**src/rtl/mips_multicycle_control.sv**
```systemverilog
// Multicycle MIPS control FSM: Moore-style control outputs with a
// zero-qualified PC write in BRANCH and a one-cycle illegal-opcode pulse.
module mips_multicycle_control (
    input  logic       clk,
    input  logic       rst,
    input  logic [5:0] opcode,
    input  logic       zero,
    output logic [2:0] alu_op,
    output logic       alu_src_a,
    output logic [1:0] alu_src_b,
    output logic [1:0] pc_source,
    output logic       pc_write,
    output logic       ir_write,
    output logic       mem_write,
    output logic       reg_write,
    output logic       i_or_d,
    output logic       reg_dst,
    output logic       mem_to_reg,
    output logic       illegal,
    output logic [3:0] state
);

    typedef enum logic [3:0] {
        FETCH     = 4'd0,
        DECODE    = 4'd1,
        MEM_ADDR  = 4'd2,
        MEM_READ  = 4'd3,
        MEM_WB    = 4'd4,
        MEM_WRITE = 4'd5,
        R_EXEC    = 4'd6,
        R_WB      = 4'd7,
        BRANCH    = 4'd8,
        JUMP      = 4'd9,
        I_EXEC    = 4'd10,
        I_WB      = 4'd11
    } state_t;

    localparam logic [5:0] OP_RTYPE = 6'b000000;
    localparam logic [5:0] OP_LW    = 6'b100011;
    localparam logic [5:0] OP_SW    = 6'b101011;
    localparam logic [5:0] OP_BEQ   = 6'b000100;
    localparam logic [5:0] OP_BNE   = 6'b000101;
    localparam logic [5:0] OP_J     = 6'b000010;
    localparam logic [5:0] OP_ADDI  = 6'b001000;
    localparam logic [5:0] OP_ANDI  = 6'b001100;
    localparam logic [5:0] OP_ORI   = 6'b001101;
    localparam logic [5:0] OP_SLTI  = 6'b001010;
    localparam logic [5:0] OP_XORI  = 6'b001110;

    state_t state_q;
    state_t state_d;
    state_t dispatch;

    assign state = state_q;

    always_ff @(posedge clk) begin
        if (rst) state_q <= FETCH;
        else     state_q <= state_d;
    end

    // Opcode dispatch target out of DECODE; FETCH means unsupported.
    always_comb begin
        dispatch = FETCH;
        case (opcode)
            OP_RTYPE:                                  dispatch = R_EXEC;
            OP_LW, OP_SW:                              dispatch = MEM_ADDR;
            OP_BEQ, OP_BNE:                            dispatch = BRANCH;
            OP_J:                                      dispatch = JUMP;
            OP_ADDI, OP_ANDI, OP_ORI, OP_SLTI, OP_XORI: dispatch = I_EXEC;
            default:                                   dispatch = FETCH;
        endcase
    end

    always_comb begin
        state_d = FETCH;
        case (state_q)
            FETCH:     state_d = DECODE;
            DECODE:    state_d = dispatch;
            MEM_ADDR:  state_d = (opcode == OP_LW) ? MEM_READ : MEM_WRITE;
            MEM_READ:  state_d = MEM_WB;
            R_EXEC:    state_d = R_WB;
            I_EXEC:    state_d = I_WB;
            default:   state_d = FETCH;
        endcase
    end

    always_comb begin
        alu_op     = 3'd4;
        alu_src_a  = 1'b0;
        alu_src_b  = 2'b00;
        pc_source  = 2'b00;
        pc_write   = 1'b0;
        ir_write   = 1'b0;
        mem_write  = 1'b0;
        reg_write  = 1'b0;
        i_or_d     = 1'b0;
        reg_dst    = 1'b0;
        mem_to_reg = 1'b0;
        illegal    = 1'b0;
        case (state_q)
            FETCH: begin
                alu_src_b = 2'b01;
                pc_write  = 1'b1;
                ir_write  = 1'b1;
            end
            DECODE: begin
                alu_src_b = 2'b11;
                illegal   = (dispatch == FETCH);
            end
            MEM_ADDR: begin
                alu_op    = 3'd1;
                alu_src_a = 1'b1;
                alu_src_b = 2'b10;
            end
            MEM_READ:  i_or_d = 1'b1;
            MEM_WB: begin
                reg_write  = 1'b1;
                mem_to_reg = 1'b1;
            end
            MEM_WRITE: begin
                i_or_d    = 1'b1;
                mem_write = 1'b1;
            end
            R_EXEC: begin
                alu_op    = 3'd3;
                alu_src_a = 1'b1;
            end
            R_WB: begin
                reg_write = 1'b1;
                reg_dst   = 1'b1;
            end
            // beq writes the PC on zero, bne on non-zero.
            BRANCH: begin
                alu_op    = 3'd2;
                alu_src_a = 1'b1;
                pc_source = 2'b01;
                pc_write  = (opcode == OP_BNE) ? ~zero : zero;
            end
            JUMP: begin
                pc_source = 2'b10;
                pc_write  = 1'b1;
            end
            I_EXEC: begin
                alu_op    = 3'd0;
                alu_src_a = 1'b1;
                alu_src_b = 2'b10;
            end
            I_WB:      reg_write = 1'b1;
            default:   ;
        endcase

        // Reset presents FETCH steering with every write enable held off.
        if (rst) begin
            alu_op     = 3'd4;
            alu_src_a  = 1'b0;
            alu_src_b  = 2'b01;
            pc_source  = 2'b00;
            pc_write   = 1'b0;
            ir_write   = 1'b0;
            mem_write  = 1'b0;
            reg_write  = 1'b0;
            i_or_d     = 1'b0;
            reg_dst    = 1'b0;
            mem_to_reg = 1'b0;
            illegal    = 1'b0;
        end
    end

endmodule

```
**config.mk**
```make
export PLATFORM = sky130hd
export DESIGN_NAME = mips_multicycle_control
export DESIGN_NICKNAME = d
export VERILOG_FILES = /design/src/rtl/mips_multicycle_control.sv
export SDC_FILE = /design/constraint.sdc
export NUM_CORES = 1
export LEC_CHECK = 0
export ABC_CLOCK_PERIOD_IN_PS = 1400
export BUFFER_PORTS_ARGS = -buffer_cell sky130_fd_sc_hd__buf_2
export CAP_MARGIN = 20
export CORE_AREA = 5 5 42 44
export CTS_CLUSTER_SIZE = 28
export DETAILED_ROUTE_END_ITERATION = 6
export DIE_AREA = 0 0 47 49
export PLACE_DENSITY = 0.73
export SLEW_MARGIN = 0
export SYNTH_ARGS = -nofsm -noshare
export SYNTH_HDL_FRONTEND = slang
export SYNTH_SLANG_ARGS = --single-unit
```
**constraint.sdc**
```tcl
create_clock -name clk -period 1.4 [get_ports clk]
set_clock_uncertainty 0.15 [all_clocks]
set_input_delay 0.14 -clock clk [delete_from_list [all_inputs] [get_ports clk]]
set_output_delay 0.14 -clock clk [all_outputs]
set_load 0.02 [all_outputs]
```
==> key figures <==
Placement
  • Placed insts: 144
  • Routability congestion estimate: 0.838
  • Area after DPL: 947 sq um
  • # port buffers: 28
  • HPWL after DPL: 1.49 mm
  • Pre-CTS WS: -168 ps

Cells and area
  • # diodes: 0
  • Final core occ: 0.902
  • Post-route cell area: 0.00126 sq mm
  • Max reg flops: 4
  • Layout cell share with drive strength beyond 1: 0.729
  • Fin nets: 154
  • Synthesis-to-finish area growth: 135%
  • Finished Layout Cells: 160

CTS
  • Clock Sinks: 4
  • Clock latency on the worst-skew pair: 240 ps
  • H-tree Lvls: 1
  • Clk root buf: clkbuf_4
  • CTS clk-pin slew, worst paths: 50 ps
  • CTS tree: done
  • Clock Path Buffers: 2
  • Hold_buf cts: 0
  • Total CTS buffers: 3

STA
  • Worst-Margin Slew: 490 ps
  • Setup TNS: -3570 ps
  • Max Clk Rate: 0.573 GHz
  • Final hold violation count: 0
  • Setup violations, final: 16
  • Slew Viols, Final: 0
  • Max-slew headroom: 0.672
  • Final Cycle Share: 1.25
  • Minimum clock period after layout: 1750 ps
  • Final WS setup: -345 ps
  • Min Hold Slack: 194 ps
  • RSZ-0062 raised after global routing: true

Floorplan
  • Ports: 29
  • Starting Density: 0.383
  • Die area: 0.00230 sq mm
  • Die width: 47 um
  • Die Y: 49 um
  • Row cnt: 14
  • Core footprint: 0.00140 sq mm

Logic synthesis
  • Sequential-to-total area share from yosys stat: 0.149
  • Async S/R FF share, synth: 0
  • Mapped Cells: 81
  • Post-synth top cells: 14 x nor2_1, 10 x nor3_1, 7 x nand2b_1
  • Largest cells by area after synthesis: dfxtp_1 15%, nor2_1 9.8%, nor3_1 9.3%
  • Count leader, synth: nor2_1
  • EDFF count, synth: 0
  • Synth top area share: 0.149
  • Syn_area_per_cell: 6.63 sq um
  • Yosys reg bits: 4
  • Library cells used by synthesis: 32
  • Main flop type after synthesis: dfxtp_1
  • Cell Area, Synth: 537 sq um
  • Syn. warnings: 0
  • Net Count, Synth: 90
  • Synth area leader: dfxtp_1

Setup path
  • R2r setup slk: 60 ps
  • WP data required: 1110 ps
  • Critical Path End Type: primary output
  • CP startpoint kind: register
  • Setup CP Type: register to primary output
  • Data arrival, critical path: 1460 ps
  • Crit-path max FO: 6

Pwr
  • Sw Pwr: 196 uW
  • Pwr Total: 557 uW
  • Sequential Power Share: 0.223
  • LEAKAGE: 0.570 nW
  • Sw frac: 0.352
  • Clock Power Share: 0.303
  • P_int: 361 uW
  • Maximum VDD drop: 555 uV
  • Gate power share: 0.474
  • Pwr Density: 441 mW/mm^2

Global routing
  • Largest net degree at the start of global routing: 15
  • Vias in the first global route: 873
  • Initial antenna violation count: 0
  • GR Util All Layers: 0.234
  • First-pass GRT wire length: 4.04 mm
  • Remaining Overflow, GRT: 0

Run
  • Max Cap Viol: 0

Drt
  • Residual DRC: 0
  • Drt wl/cell: 17.4 um
  • Via density: 5.64
  • Post-route ant nets: 0
  • Final WL: 2.79 mm
  • Vias: 902
  • Detailed Routing Iterations Pass 1: 4
  • First DRT Iteration DRCs: 7

Min path
  • Worst Hold Class: input port to register

Outcome
  • Failing checks: setup timing
  • Run status: finished, violations left
kinds of logic after synthesis:
family,synth area share
AND/OR/NAND/NOR,0.506
flip-flops,0.149
AO/OA/AOI/OAI,0.235
buffers and inverters,0.0932
XOR/XNOR,0.0163
metal layers:
metal	vias up	GRT usage	wire, um
li1	420	-	-
met1	435	0.257	1040
met2	39	0.443	1500
met3	8	0.0590	172
met4	0	0.0138	74
met5	-	0	0
area by class of cell:
class | count | area (sq um)
Sequential cell | 4 | 95.1
Inverter | 2 | 10.0
Multi-Input combinational cell | 69 | 601
Clock buffer | 4 | 26.3
Tap cell | 16 | 20.0
Timing Repair Buffer | 65 | 512
Fill cell | 68 | 138
worst paths after layout:
| kind | startpoint | end | depth (start not counted) |
|---|---|---|---|
| worst max-delay path | state[0] | reg_write | 7 |
| worst min-delay path | opcode[4] | state[0] | 5 |
| worst max register to register | state[0] | state[2] | 5 |
| worst min register to register | state[2] | state[2] | 2 |
power by group through the flow:
stage / Sequential (mW) / Combinational, mW / Clock (mW)
after floorplan: 0.129 / 0.111 / 0
after global placement: 0.130 / 0.195 / 0
final: 0.124 / 0.264 / 0.169
after CTS: 0.124 / 0.237 / 0.168
after global routing: 0.125 / 0.280 / 0.188
after detailed placement: 0.130 / 0.199 / 0
worst max-delay path, stage by stage, from the launching register on:
cell and delay (ps):
dfxtp_4 390, buf_4 120, buf_6 100, nand2_1 80, nor2_1 140, a21oi_1 70, nor2_1 140, buf_4 160
what timing repair did:
item | in CTS | in global routing
setup endpoints to repair | 16 | 17
setup buffers | 11 | 5
gates resized for setup | 41 | 17
pin swaps | 7 | 7
placed cells by master, fill, tap and decap left out, types with 3 or more instances in the layout:
master    instances
buf_4            37
buf_6            15
buf_2            13
nor2_1            9
nor3_2            6
nand2b_4          5
nor2_4            4
a21oi_1           4
nand2_1           4
dfxtp_4           4
clkbuf_4          3
Note: power is estimated with default switching activity, not from simulation.
